`src/rtl/elevator_pkg.sv`:
```
// Shared floor encoding and car state types for the elevator control path.
package elevator_pkg;

    typedef logic [2:0] floor_t;

    localparam floor_t FLOOR_1   = 3'd0;
    localparam floor_t FLOOR_2   = 3'd1;
    localparam floor_t FLOOR_2M  = 3'd2;
    localparam floor_t FLOOR_3   = 3'd3;
    localparam floor_t FLOOR_3M  = 3'd4;
    localparam floor_t FLOOR_4   = 3'd5;
    localparam floor_t FLOOR_TOP = 3'd6;
    localparam floor_t NO_FLOOR  = 3'b111;

    typedef enum logic [1:0] {
        IDLE      = 2'd0,
        MOVE_UP   = 2'd1,
        MOVE_DOWN = 2'd2,
        DOOR_OPEN = 2'd3
    } car_state_t;

    function automatic int max_int(input int a, input int b);
        return (a > b) ? a : b;
    endfunction

endpackage

```
`src/rtl/cycle_timer.sv`:
```
// Loadable down-counter shared by travel and door timing.
module cycle_timer #(
    parameter int W = 4
) (
    input  logic         clk,
    input  logic         reset,
    input  logic         load,
    input  logic [W-1:0] load_value,
    input  logic         dec,
    output logic         zero
);

    logic [W-1:0] cnt_q;
    logic [W-1:0] cnt_d;

    always_comb begin
        cnt_d = cnt_q;
        if (load) begin
            cnt_d = load_value;
        end else if (dec && (cnt_q != '0)) begin
            cnt_d = cnt_q - 1'b1;
        end
    end

    always_ff @(posedge clk or posedge reset) begin
        if (reset) begin
            cnt_q <= '0;
        end else begin
            cnt_q <= cnt_d;
        end
    end

    assign zero = (cnt_q == '0);

endmodule

```
`src/rtl/elevator_car_ctrl.sv`:
```
// Car motion and door controller: steps one floor per travel interval,
// opens the door on arrival and holds it for a timed interval.
module elevator_car_ctrl
    import elevator_pkg::*;
#(
    parameter int TRAVEL_CYCLES = 8,
    parameter int DOOR_CYCLES   = 4
) (
    input  logic       clk,
    input  logic       reset,
    input  logic [2:0] sel,
    input  logic       door_hold,
    output logic [2:0] current,
    output logic       door_open,
    output logic       moving_up,
    output logic       moving_down,
    output logic       arrived
);

    localparam int TW = $clog2(max_int(TRAVEL_CYCLES, DOOR_CYCLES) + 1);
    localparam logic [TW-1:0] TRAVEL_LOAD = TW'(TRAVEL_CYCLES - 1);
    localparam logic [TW-1:0] DOOR_LOAD   = TW'(DOOR_CYCLES - 1);

    car_state_t    state_q, state_d;
    floor_t        current_q, current_d;
    logic          arrived_q, arrived_d;
    logic          t_load;
    logic [TW-1:0] t_value;
    logic          t_dec;
    logic          t_zero;
    floor_t        next_up;
    floor_t        next_dn;

    cycle_timer #(.W(TW)) u_timer (
        .clk        (clk),
        .reset      (reset),
        .load       (t_load),
        .load_value (t_value),
        .dec        (t_dec),
        .zero       (t_zero)
    );

    assign next_up = current_q + 3'd1;
    assign next_dn = current_q - 3'd1;

    always_comb begin
        state_d   = state_q;
        current_d = current_q;
        arrived_d = 1'b0;
        t_load    = 1'b0;
        t_value   = '0;
        t_dec     = 1'b0;
        unique case (state_q)
            IDLE: begin
                if (sel == NO_FLOOR) begin
                    state_d = IDLE;
                end else if (sel == current_q) begin
                    state_d   = DOOR_OPEN;
                    t_load    = 1'b1;
                    t_value   = DOOR_LOAD;
                    arrived_d = 1'b1;
                end else if (sel > current_q) begin
                    state_d = MOVE_UP;
                    t_load  = 1'b1;
                    t_value = TRAVEL_LOAD;
                end else begin
                    state_d = MOVE_DOWN;
                    t_load  = 1'b1;
                    t_value = TRAVEL_LOAD;
                end
            end
            MOVE_UP: begin
                if (current_q == FLOOR_TOP) begin
                    state_d = IDLE;
                end else if (!t_zero) begin
                    t_dec = 1'b1;
                end else begin
                    current_d = next_up;
                    if (sel == next_up) begin
                        state_d   = DOOR_OPEN;
                        t_load    = 1'b1;
                        t_value   = DOOR_LOAD;
                        arrived_d = 1'b1;
                    end else if (sel != NO_FLOOR && sel > next_up) begin
                        t_load  = 1'b1;
                        t_value = TRAVEL_LOAD;
                    end else begin
                        state_d = IDLE;
                    end
                end
            end
            MOVE_DOWN: begin
                if (current_q == FLOOR_1) begin
                    state_d = IDLE;
                end else if (!t_zero) begin
                    t_dec = 1'b1;
                end else begin
                    current_d = next_dn;
                    if (sel == next_dn) begin
                        state_d   = DOOR_OPEN;
                        t_load    = 1'b1;
                        t_value   = DOOR_LOAD;
                        arrived_d = 1'b1;
                    end else if (sel != NO_FLOOR && sel < next_dn) begin
                        t_load  = 1'b1;
                        t_value = TRAVEL_LOAD;
                    end else begin
                        state_d = IDLE;
                    end
                end
            end
            DOOR_OPEN: begin
                // sel is deliberately ignored while the door is open
                if (door_hold) begin
                    t_load  = 1'b1;
                    t_value = DOOR_LOAD;
                end else if (!t_zero) begin
                    t_dec = 1'b1;
                end else begin
                    state_d = IDLE;
                end
            end
            default: begin
                state_d = IDLE;
            end
        endcase
    end

    always_ff @(posedge clk or posedge reset) begin
        if (reset) begin
            state_q   <= IDLE;
            current_q <= FLOOR_1;
            arrived_q <= 1'b0;
        end else begin
            state_q   <= state_d;
            current_q <= current_d;
            arrived_q <= arrived_d;
        end
    end

    assign current     = current_q;
    assign door_open   = (state_q == DOOR_OPEN);
    assign moving_up   = (state_q == MOVE_UP);
    assign moving_down = (state_q == MOVE_DOWN);
    assign arrived     = arrived_q;

endmodule

```
`config.mk`:
```
export PLATFORM = sky130hd
export DESIGN_NAME = elevator_car_ctrl
export DESIGN_NICKNAME = d
export VERILOG_FILES = /design/src/rtl/elevator_pkg.sv /design/src/rtl/cycle_timer.sv /design/src/rtl/elevator_car_ctrl.sv
export SDC_FILE = /design/constraint.sdc
export NUM_CORES = 1
export LEC_CHECK = 0
export ABC_AREA = 1
export CORE_MARGIN = 4
export CORE_UTILIZATION = 30
export DETAILED_ROUTE_END_ITERATION = 6
export SYNTH_ARGS = -nofsm -noshare
export SYNTH_HDL_FRONTEND = slang
export SYNTH_HIERARCHICAL = 1
export SYNTH_SLANG_ARGS = --single-unit
```
`constraint.sdc`:
```
create_clock -name clk -period 3.1 [get_ports clk]
set_input_delay 0.62 -clock clk [delete_from_list [all_inputs] [get_ports clk]]
set_output_delay 0.62 -clock clk [all_outputs]
set_load 0.01 [all_outputs]
```
# == Yosys cells after proc, flatten, opt, wreduce, memory -nomap -nowiden ==
# Cells that the tools add are included.
# totals
register_bits,10
latch_bits,0
mem_bits_rw,0
romBits,0
inputBits,6
output_inout_bits,7
elab_cells,98
n_memories,0
# op_classes
add_sub_neg,3
multipliers,0
n_div,0
n_lt_le_gt_ge,3
n_eq_ne,19
shifts,0
mux,58
bitwise_logic,0
n_reduce_logical,11
# op_table
operator,n
$mux W3,14
$mux W2,14
$mux W1,22
$pmux W4 S4,1
$eq A3 B3 Y1,3
$mux W4,2
$ne A4 B4 Y1 const B,2
$pmux W2 S4,1
$eq A3 B3 Y1 const B,2
$gt A3 B3 Y1,2
$ne A2 B1 Y1 const B,3
$ne A2 B2 Y1 const B,3
$ne A3 B1 Y1 const B,2
$pmux W1 S3,2
$pmux W3 S2,1
$reduce_and A6 Y1,1
$reduce_and A5 Y1,1
$eq A2 B2 Y1 const B,2
$logic_not A4 Y1,1
$pmux W1 S4,1
$reduce_bool A2 Y1,2
$reduce_bool A4 Y1,1
$sub A4 B1 Y4 const B,1
$add A3 B1 Y3 const B,1
other kinds (7),9

# == Longest topological paths before layout ==
# Gate-level depths: netlist of the first run.
# logic_depth
ltp_word,9
mapped_depth,16
ltp_nobuf,16

# == Cells and area by module ==
# Netlist of the first run, hierarchy kept.
# modules_own_cells
module,n_inst,cells_each,area_each_um2,seq_area_each_um2
elevator_car_ctrl,1,128,848.3,150.1
cycle_timer,1,47,299.0,100.1

# == Worst setup path after synthesis of the first run ==
# No wires, ideal clock.
# synth_path
path_type,reg2reg
from,register current_q[0] (netlist: current[0])
to,register u_timer.cnt_q[3]
setup_ps,116
t_arrival_ps,2197
required_time_ps,2984
setup_slack_ps,787
stages_incl_launch_ff,17
n_path_buf,0
synth_period_minus_slack_ps,2313
cell_sequence,dfrtp_1 -> inv_1 -> ha_1 -> inv_1 -> ha_1 -> nand3_1 -> nand2_1 -> nor2_1 -> nand3_1 -> nand3_1 -> nand2_1 -> nand2_1 -> inv_2 -> nand3b_1 -> nand2_1 -> clkinv_1 -> nand2_1
# synth_between
elab_chain_cells,9
word_cells_on_any_way,25
cone_classes,add/sub: 2; order compare: 2; eq/ne: 3; mux: 13; reduce/logical: 5
# synth_rtl
element,line_no,rtl
"start, declared",elevator_car_ctrl.sv:25,"floor_t current_q, current_d;"
"start signal, assigned",elevator_car_ctrl.sv:136,current_q <= current_d;
$sub A3 B1 Y3 / $add A3 B1 Y3 (equally long branches),"elevator_car_ctrl.sv:44, elevator_car_ctrl.sv:43",
$lt A3 B3 Y1 / $gt A3 B3 Y1 (equally long branches),"elevator_car_ctrl.sv:104, elevator_car_ctrl.sv:84",
$logic_and A1 B1 Y1 (on tied branches),"elevator_car_ctrl.sv:104, elevator_car_ctrl.sv:84",
$mux W1 (on tied branches),"elevator_car_ctrl.sv:104, elevator_car_ctrl.sv:84",
$mux W1 (on tied branches),"elevator_car_ctrl.sv:99, elevator_car_ctrl.sv:79",
$mux W1 (on tied branches),"elevator_car_ctrl.sv:95, elevator_car_ctrl.sv:75",
$mux W1 (on tied branches),"elevator_car_ctrl.sv:93, elevator_car_ctrl.sv:73",
$pmux W1 S4 (*),elevator_car_ctrl.sv:53,unique case (state_q)
via t_load,elevator_car_ctrl.sv:27,logic t_load;
$mux W4 / $reduce_bool A2 Y1 (equally long branches),n/a,
"end signal, assigned",cycle_timer.sv:29,cnt_q <= cnt_d;
"end, declared",cycle_timer.sv:13,logic [W-1:0] cnt_q;
# Mark *: on every way through the listed nets, which the timed path passes. The rest lies on a longest branch.
# A chain may end at the register's enable or synchronous reset.

# == Worst setup path in the final report of the first run ==
# Ends and elaborated chain as after synthesis.

==> summary.md, run 1 <==
| Metric | Value |
|---|---|
| Sw Ratio | 51.5% |
| Final core occ | 37.1% |
| Design area | 0.00137 sq mm |
| Pint | 690 uW |
| P_leak | 0.000762 uW |
| Outcome | finished, final reports clean |
| Seq cells post-synth | 10 |
| Worst hold start | state_q[0] |
| Tot GR Track Use | 10.3% |
| Post-synth top area share | 21.8% |
| Post-synthesis instance total | 175 |
| Core footprint | 0.00369 sq mm |
| Clock sinks | 10 |
| Largest net degree at the start of global routing | 11 |
| Chip width | 69.8 um |
| Synth unique cells | 24 |
| Synth Net Count | 199 |
| Initial Util | 31.1% |
| Worst path cell trace | inv_1 > ha_1 > xnor2_1 > ha_1 > a21oi_1 > nand3_1 > nand2_1 > nand2_1 > nand3_1 > nand2_1 > nand2_1 > inv_2 > nand3b_1 > nand2_1 > clkinv_1 > nand2_1 |
| WHS | 0.543 ns |
| Hpwl dp | 2080 um |
| Reg clk slew, reported paths | 0.04 ns |
| # DRC | 0 |
| Global route total overflow | 0 |
| Post-route ant nets | 0 |
| RSZ-0062 raised after global routing | false |
| Async S/R FF share, synth | 100% |
| DP Area | 0.00133 sq mm |
| Clk pwr share | 8.7% |
| Setup crit end kind | register |
| Via count | 1030 |
| Root Driver | clkbuf_8 |
| Crit path kind | register to register |
| CP startpoint kind | register |
| Pre-Repair DR Iteration Count | 4 |
| Post_cts resized | 0 |
| Register area share after synthesis | 21.8% |
| Final GP Congestion | 0.798 |
| FF/Latch Area | 250 sq um |
| Max clock buf depth | 2 |
| Syn. warnings | 6 |
| Vias in the first global route | 1007 |
| Crit path max fanout | 10 |
| Req. time, crit path | 3.21 ns |
| Area contributors post-synth | dfrtp_1, ha_1, nand2_1 |
| Final setup viols | 0 |
| Reg2reg start | current[0] |
| Crit. Startpoint | current[0] |
| CTS Buf Count | 3 |
| CTS HTree Levels | 1 |
| Share of cells above drive strength 1 | 7.89% |
| Chip height | 69.8 um |
| Delay-heaviest family, CP | simple AND/OR/NAND/NOR gates |
| Area Overhead vs Synth | 19.3% |
| Slew Viols, Final | 0 |
| Initial antenna violation count | 0 |
| WL per Instance | 9.87 um |
| Area leader, netlist | dfrtp_1 |
| WL final | 2350 um |
| PD cells | 1040 mW/mm^2 |
| Buffers & Inverters on Critical Path | 3 |
| Part of the power in registers | 18.2% |
| Top FF cell, synth | dfrtp_1 |
| Most common cell in the synthesized netlist | nand2_1 |
| Post-CTS Setup Inserts | 0 |
| Cts hold-fix bufs | 0 |
| F_max | 0.388 GHz |
| 1st-iter DRT viols | 28 |
| Clock period minus worst slack | 2.58 ns |
| Slowest CP cell | dfrtp_1 |
| Vias per inst | 4.33 |
| Commonest cells in the netlist | nand2_1, inv_1, nand3_1 |
| Critical path arrival | 2.69 ns |
| Hold Path Class | register to register |
| Max Cap Viol | 0 |
| First-pass GRT wire length | 4200 um |
| PortBufs | 12 |
| Post-Syn Area | 0.00115 sq mm |
| Avg Synthesized Cell Area | 6.56 sq um |
| CTS tree | built |
| Logic pwr share | 73.1% |
| Worst-Skew Late Latency | 0.23 ns |
| Top cell by count, worst path | nand2_1 |
| Die area | 0.00488 sq mm |
| Fin. Hold Viols | 0 |
| EDFF count, synth | 0 |
| CP max stage delay | 0.44 ns |
| Aggregate negative setup slack | 0 ns |
| ANT cells | 0 |
| Row Count | 22 |
| Final net count | 216 |
| VDD IR max | 0.558 mV |
| Max Clock Skew | 0.00165 ns |
| I/O pins | 13 |
| Psw | 734 uW |
| # fillers | 410 |
| Crit share post-route | 83.2% |
| Area of the multi-input gates | 781 sq um |
| R2R setup slack | 0.52 ns |
metal layers:
metal  up-vias  track usage, %  wire (um)
met4         0            4.47         30
met1       440            14.2       1260
met3         4           0.435         17
li1        578               -          -
met2         8            16.5       1040
met5         -               0          0
logic make-up after synthesis:
logic type      Yosys count  share of synthesized area [%]
flops                    10                           21.8
fa+ha+maj                18                           19.6
other cells               1                          0.327
xor+xnor                  3                           2.29
compound gates           17                           9.27
buf+inv                  31                           10.1
simple gates             95                           36.5
through the flow:
step	total power (uW)	setup WS [ns]	std cells
3_3_place_gp	1310	0.380	235
5_1_grt	1620	0.253	238
3_5_place_dp	1310	0.350	235
4_1_cts	1440	0.472	238
2_1_floorplan	1050	0.787	175
6_report	1420	0.519	238
power by group through the flow:
stage,Sequential [uW],Combinational [uW],Clock (uW)
after detailed placement,261,1050,0
after CTS,259,1050,131
after floorplan,257,789,0
after global placement,262,1040,0
after global routing,271,1210,137
final,259,1040,125
worst paths after layout:
check	endpoint	cells past startpoint
max in group asynchronous	state_q[0]	2
min in group asynchronous	u_timer/cnt_q[0]	2
max reg2reg	u_timer/cnt_q[3]	16
min	state_q[0]	2
max	u_timer/cnt_q[3]	16
min reg2reg	state_q[0]	2
state kept, by name, summed over array words and instances (netlist names):
signal / flops
state_q: 2
current: 3
u_timer/cnt_q: 4
arrived: 1
layout make-up:
type | count | share of cell area [%]
Inverter | 31 | 8.50
Sequential cell | 10 | 18.3
Clock buffer | 3 | 3.02
Multi-Input combinational cell | 134 | 57.0
Timing Repair Buffer | 12 | 8.78
Tap cell | 48 | 4.39
worst register-to-register path, delay by kind of cell (launching register included):
kind            cells  cell delay [ns]
simple gates        9             0.81
fa+ha+maj           2             0.54
buf+inv             3             0.29
xor+xnor            1             0.22
compound gates      1             0.17
flops               1             0.44
layout by cell type, fill, tap and decap left out:
cell type        count
nand2_1             55
inv_1               27
nand3_1             20
ha_1                18
nor2_1              12
clkdlybuf4s50_1     12
dfrtp_1             10
o21ai_0              6
a21oi_1              4
inv_2                3
nand2_2              3
clkbuf_8             3
a21oi_2              2
xnor2_1              2
nand3b_1             2
a21boi_2             1
nor3_4               1
o21ai_1              1
a21boi_0             1
a21o_1               1
o211ai_1             1
xor2_1               1
nand2_4              1
nor2_2               1
conb_1               1
clkinv_1             1
Power figures use the tool's default switching activity.
==> run 2, diff against run 1 <==
==> constraint.sdc (replaced) <==
create_clock -name clk -period 2.15 [get_ports clk]
set_input_delay 0.43 -clock clk [delete_from_list [all_inputs] [get_ports clk]]
set_output_delay 0.43 -clock clk [all_outputs]
set_load 0.01 [all_outputs]
==> summary.md, run 2 (synthesis results as in run 1) <==
| Metric | Value |
|---|---|
| Design area | 0.00173 sq mm |
| First-pass GRT wire length | 4790 um |
| CP max stage delay | 0.64 ns |
| Outcome | finished, final reports clean |
| Crit share post-route | 99.3% |
| Slowest CP cell | clkdlybuf4s50_1 |
| CTS HTree Levels | 1 |
| Max Clock Skew | 0.000666 ns |
| Via count | 1141 |
| RSZ-0062 raised after global routing | true |
| Vias in the first global route | 1123 |
| Tot GR Track Use | 11.9% |
| PortBufs | 12 |
| Worst path cell trace | clkdlybuf4s50_1 > ha_4 > nand3_2 > nand2_1 > nor2_1 > nand3_1 > nand3_2 > nand2_4 > nand2_4 > inv_4 > nand3b_1 > nand2_1 > clkinv_1 > nand2_1 |
| Share of cells above drive strength 1 | 30.0% |
| Initial antenna violation count | 0 |
| Largest register FFs | 4 |
| Commonest non-fill, non-tap cell in the layout | nand2_1 |
| Post-route ant nets | 0 |
| Setup ws final | 0.0146 ns |
| Chip height | 69.8 um |
| Max Cap Viol | 0 |
| Pre-Repair DR Iteration Count | 4 |
| P_leak | 0.000907 uW |
| Buffers & Inverters on Critical Path | 3 |
| Area of the multi-input gates | 966 sq um |
| Final net count | 238 |
| Core footprint | 0.00369 sq mm |
| Largest net degree at the start of global routing | 9 |
| Final GP Congestion | 0.823 |
| Worst-Skew Late Latency | 0.23 ns |
| CTS tree | built |
| Slew Viols, Final | 0 |
| Final setup viols | 0 |
| Setup crit end kind | register |
| Root Driver | clkbuf_8 |
| Clock sinks | 10 |
| I/O pins | 13 |
| Global route total overflow | 0 |
| Cts hold-fix bufs | 0 |
| PD cells | 1650 mW/mm^2 |
| Total power | 2860 uW |
| Delay-heaviest family, CP | simple AND/OR/NAND/NOR gates |
| Reg clk slew, reported paths | 0.04 ns |
| CTS Buf Count | 3 |
| Crit path max fanout | 6 |
| Die area | 0.00488 sq mm |
| WL final | 2740 um |
| Hold Path Class | input port to async pin |
| Req. time, crit path | 2.27 ns |
| Chip width | 69.8 um |
| ANT cells | 0 |
| Max clock buf depth | 2 |
| Aggregate negative setup slack | 0 ns |
| # DRC | 0 |
| Commonest non-fill, non-tap cells in the layout | nand2_1, inv_1, buf_4, nand3_1, clkdlybuf4s50_1 |
| DP Worst Slack | -0.215 ns |
| VDD IR max | 0.972 mV |
| Top cell by count, worst path | nand2_1 |
| Crit path kind | input port to register |
| Initial Util | 31.1% |
| Vias per inst | 4.37 |
| Final core occ | 46.9% |
| WL per Instance | 10.5 um |
| FF/Latch Area | 251 sq um |
| 1st-iter DRT viols | 39 |
| Hpwl dp | 2100 um |
| Row Count | 22 |
| Most flops, register | u_timer/cnt_q |
| F_max | 0.468 GHz |
| Critical path arrival | 2.26 ns |
| Clock period minus worst slack | 2.14 ns |
| CP startpoint kind | input port |
| # fillers | 382 |
| Fin. Hold Viols | 0 |
| DP Area | 0.00147 sq mm |
| Area Overhead vs Synth | 50.9% |
## run 2: metal layers
layer | vias to the layer above | global-route usage (%) | routed length (um)
met2 | 16 | 19.2 | 1270
met5 | - | 0 | 0
li1 | 623 | - | -
met4 | 0 | 4.47 | 44
met1 | 497 | 16.3 | 1370
met3 | 5 | 1.01 | 53
## run 2: worst reg2reg max path: cells and delay by family (launching register included)
family | cells | cell delay [ns]
fa+ha+maj | 2 | 0.51
buf+inv | 4 | 0.25
simple gates | 10 | 0.85
flops | 1 | 0.41
## run 2: final cells by class
type / count / share of cell area [%]
Tap cell: 48 / 3.47
Inverter: 31 / 7.01
Multi-Input combinational cell: 135 / 55.8
Clock buffer: 4 / 3.18
Timing Repair Buffer: 33 / 16.0
Sequential cell: 10 / 14.5
## run 2: repair_timing
action / CTS / global route
cloned: 1 / 0
resized for setup: 17 / 15
buffers inserted: 2 / 1
pin swaps: 9 / 12
endpoints found under the setup margin: 4 / 4
## run 2: path summary, 6_finish.rpt
check	start	depth (start not counted)	end	slack (ns)
setup / recovery	sel[2]	14	u_timer/cnt_q[3]	0.01
hold / removal	reset	2	u_timer/cnt_q[0]	0.41
setup reg to reg	current[1]	16	u_timer/cnt_q[3]	0.03
hold reg to reg	state_q[1]	2	state_q[1]	0.53
max in group asynchronous	reset	2	current[0]	1.52
min in group clk	state_q[1]	2	state_q[1]	0.53
## run 2: power breakdown
group          switching [uW]  internal, uW
Combinational            1160          1070
Clock                    66.8           160
Sequential                113           284
Total                    1340          1520
## run 2: metrics by stage
| stage | hold WS [ns] | instances |
|---|---|---|
| detailed placement | 0.533 | 253 |
| global route | 0.422 | 261 |
| CTS | 0.409 | 260 |
| floorplan | 0.196 | 175 |
| finish | 0.407 | 261 |
| global placement | 0.526 | 253 |
==> edit 1 (flow settings as in run 2) <==
Change the parameter `TRAVEL_CYCLES` from 8 to 4.
--- a/src/rtl/elevator_car_ctrl.sv
+++ b/src/rtl/elevator_car_ctrl.sv
@@ -3,7 +3,7 @@
 module elevator_car_ctrl
     import elevator_pkg::*;
 #(
-    parameter int TRAVEL_CYCLES = 8,
+    parameter int TRAVEL_CYCLES = 4,
     parameter int DOOR_CYCLES   = 4
 ) (
     input  logic       clk,
Behaviour: not the same (Yosys sat finds a counterexample within 10 cycles, from zero or initial values and one cycle with reset high).
==> edit 1 against run 2 <==
  * Synthesized area decreased by 8.5%
  * Global-route usage increased by 0.38 points
  * Clock skew increased by 0.00055 ns
  * Critical endpoint is now u_timer/cnt_q[0]
  * Sequential power decreased by 11%
  * Non-clock buffer count increased by 2
  * Synthesized cell count decreased by 13%
  * Largest cell class unchanged
  * Routed wire length decreased by 13%
  * Final area decreased by 7.8%
  * Critical path type is now reg2reg
  * Total power decreased by 8.2%
  * Sequential cell count decreased by 1
  * Setup slack improved by 0.058 ns
==> edit 1: results (changes against run 2) <==
stage,metric,value,unit,change
route,drt_iter0_markers,35,,-10%
grt,track_usage,12.2,%,+0.38 points
synthesis,ys.flop_type,dfrtp_1,,
route,top_layer,met4,,
synthesis,synth_top_area_share,22.6,%,+0.84 points
synthesis,ys_top_cells_by_area,"ha_1, dfrtp_1, nand2_1, inv_1, nand3_1",,
worst_setup_path,reg2reg_to,u_timer/cnt_q[0],,
clock_tree,root_buffer,clkbuf_4,,
synthesis,avgSynthCellArea,6.91,sq um,+5.3%
grt,met3_usage,0.998,%,-0.016 points
place,gp_congestion,0.853,,+3.6%
clock_tree,htree_levels,1,,unchanged
route,routedLengthMet1,1210,um,-12%
grt,grt_max_degree,7,,-2
route,wl_met3,41,um,-23%
power_and_ir_drop,p_seq,353,uW,-11%
synthesis,synth_common_cells,"nand2_1, inv_1, ha_1",,
grt,grt_pass1_wl,4260,um,-11%
clock_tree,cts_setup_buffers,5,,+3
grt,grt_util_met2,20.6,%,+1.4 points
route,routedWlPerCell,10.0,um,-4.7%
final_layout,fin_cells,238,,-8.8%
place,pre_cts_slack,-0.184,ns,+0.0313 ns
worst_setup_path,rr_worst_depth,15,,-1
synthesis,syn_nets,177,,-11%
worst_setup_path,crit_path_top_delay_cell,dfrtp_2,,
worst_setup_path,cp-startpoint,current[0],,
timing,clock.fmax,0.481,GHz,+2.8%
place,dpl.hpwl,1900,um,-9.6%
worst_setup_path,critical_path_class,reg2reg,,
place,place_area,1370,sq um,-7.1%
grt,met1_usage,15.7,%,-0.64 points
power_and_ir_drop,peakVddDrop,0.766,mV,-21%
status,status,finished clean,,
power_and_ir_drop,switching_share,46.8,%,-0.066 points
final_layout,nets,218,,-8.4%
power_and_ir_drop,pwr-share-comb,81.8,%,+3.7 points
clock_tree,path_clk_slew,0.06,ns,+0.02 ns
worst_setup_path,critPathMaxFanout,5,,-1
worst_setup_path,crit_path_max_incr_delay,0.45,ns,-0.19 ns
route,vias,1055,,-7.5%
place,dp_cells,228,,-9.9%
clock_tree,insertion_delay,0.25,ns,+0.02 ns
final_layout,fill_cells,358,,-6.3%
clock_tree,ctsResizeCount,18,,+1
worst_setup_path,r2r_slack,0.07,ns,+0.04 ns
route,dr_wl_met2,1100,um,-14%
power_and_ir_drop,finalPower,2.62,mW,-8.2%
synthesis,yosysUniqueCellTypes,22,,-8.3%
power_and_ir_drop,total_leakage_power,0.820,nW,-9.5%
final_layout,drive_above_1_share,33.9,%,+3.8 points
synthesis,seq_area_frac_synth,21.5,%,-0.36 points
timing,holdWs,0.368,ns,-0.0394 ns
==> edit 1: changes by cell type after synthesis, moves of 2 or more <==
cell / run 2 / this run
inv_1: 27 / 25
nand2_1: 55 / 45
nand3_1: 20 / 14
nand3_2: 0 / 2
nand3b_1: 2 / 0
nor2_1: 12 / 7
==> edit 1: cell type report <==
type / instances / area, sq um / area share, %
clock buffers: 4 / 26.3 / 1.65
multi-input cells: 117 / 883 / 55.3
repair buffers: 35 / 293 / 18.3
well taps: 46 / 57.6 / 3.61
flip-flops and latches: 9 / 228 / 14.3
inverters: 27 / 109 / 6.82
==> edit 1: cell families after synthesis <==
family / Yosys count / share of synthesized area [%]
buffers and inverters: 27 / 9.65
and+or+nand+nor: 78 / 34.1
adders and majority gates: 19 / 22.6
AOI/OAI and AO/OA: 15 / 9.30
xor gates and xnor gates: 3 / 2.50
DFF: 9 / 21.5
other: 1 / 0.357
==> edit 2 (settings of run 2) <==
Without the edit above. Put a register stage on the output `moving_up`, without a reset. The value now appears one clock later. The other outputs are not delayed to match.
--- a/src/rtl/elevator_car_ctrl.sv
+++ b/src/rtl/elevator_car_ctrl.sv
@@ -140,7 +140,9 @@
 
     assign current     = current_q;
     assign door_open   = (state_q == DOOR_OPEN);
-    assign moving_up   = (state_q == MOVE_UP);
+    always_ff @(posedge clk) begin
+        moving_up <= (state_q == MOVE_UP);
+    end
     assign moving_down = (state_q == MOVE_DOWN);
     assign arrived     = arrived_q;
 
Check against the original RTL: not equivalent (Yosys sat finds a counterexample within 4 cycles, from zero or initial values and one cycle with reset high).
==> edit 2 against run 2 <==
  * Core utilization grew 1.4 points
  * Setup slack worse by 0.027 ns
  * Final cell count increased by 3.4%
  * Synthesized cell count is 4.0% higher
  * Final area grew 5.3%
  * Synthesized area grew 4.5%
  * Non-clock buffer count is 2 higher
  * Routed wire length is 11% higher
  * Total power is 4.9% higher
  * Sequential share of layout area rose by 0.44 points
  * The run now ends with negative setup slack left
  * Sequential cell count rose by 1
  * Largest power group unchanged
==> edit 2: results (changes against run 2) <==
stage,metric,value,unit,change
synthesis,seq_area_frac_synth,22.5,%,+0.74 points
final_layout,buffers,35,,+6.1%
synthesis,synth_xor_area_share,2.19,%,-0.098 points
grt,grt_pass1_wl,5290,um,+10%
route,dr_wl_met2,1460,um,+14%
synthesis,syn_nets,206,,+3.5%
final_layout,drive_above_1_share,32.4,%,+2.4 points
worst_setup_path,critPathMaxFanout,5,,-1
final_layout,n_all_inverters,32,,+3.2%
place,place_area,1530,sq um,+3.7%
timing,holdWs,0.416,ns,+0.00846 ns
status,failed_checks,negative setup slack,,
final_layout,seq_area,273,sq um,+8.5%
place,gp_congestion,0.862,,+4.7%
route,routedWlPerCell,11.3,um,+7.4%
final_layout,clock_area_share,2.47,%,-0.71 points
synthesis,ys_top_cells_by_area,"dfrtp_1, ha_1, nand2_1, inv_1, nand3_1",,
timing,fin_ws,-0.0122,ns,-0.0268 ns
grt,track_usage,12.7,%,+0.80 points
grt,grt_util_met2,20.8,%,+1.6 points
status,status,finished with violations,,
power_and_ir_drop,peakVddDrop,0.564,mV,-42%
synthesis,synth_compound_gate_area_share,7.41,%,-1.9 points
timing,finClkSkew,0.00208,ns,+0.00141 ns
grt,grt_pass1_vias,1207,,+7.5%
die,coreArea,3770,sq um,+2.2%
timing,setup_viol,1,,+1
route,routedLengthMet1,1500,um,+9.6%
worst_setup_path,cp-startpoint,current[0],,
place,dp_cells,257,,+1.6%
final_layout,multi_input_cells,140,,+3.7%
grt,met1_usage,17.7,%,+1.4 points
synthesis,synth_common_cells,"nand2_1, inv_1, ha_1",,
route,viasPerCell,4.54,,+3.8%
place,pre_cts_slack,-0.334,ns,-0.119 ns
==> edit 2: repair_timing <==
| action | CTS | global route |
|---|---|---|
| gates resized for setup | 21 | 16 |
| endpoints found under the hold margin | 0 | 0 |
| endpoints found under the setup margin | 4 | 4 |
| gates cloned | 1 | 0 |
| pin swaps | 9 | 16 |
| setup buffers | 4 | 4 |
==> edit 2: report_power, final <==
group / internal (mW) / switching, mW / total [mW]
combinational: 1.12 / 1.25 / 2.36
sequential: 0.313 / 0.119 / 0.433
clock: 0.129 / 0.0694 / 0.199
==> edit 2: critical path: stages (launching register included) <==
cell     delay [ns]
dfrtp_2        0.43
inv_4          0.07
ha_4           0.17
xnor2_4        0.21
ha_4           0.25
nand3_2        0.09
inv_2          0.06
nand3_2        0.08
nand3_2        0.09
o21ai_4        0.20
nand2_4        0.10
buf_4          0.14
nor2_2         0.09
nand2_1        0.05
nand2_1        0.06
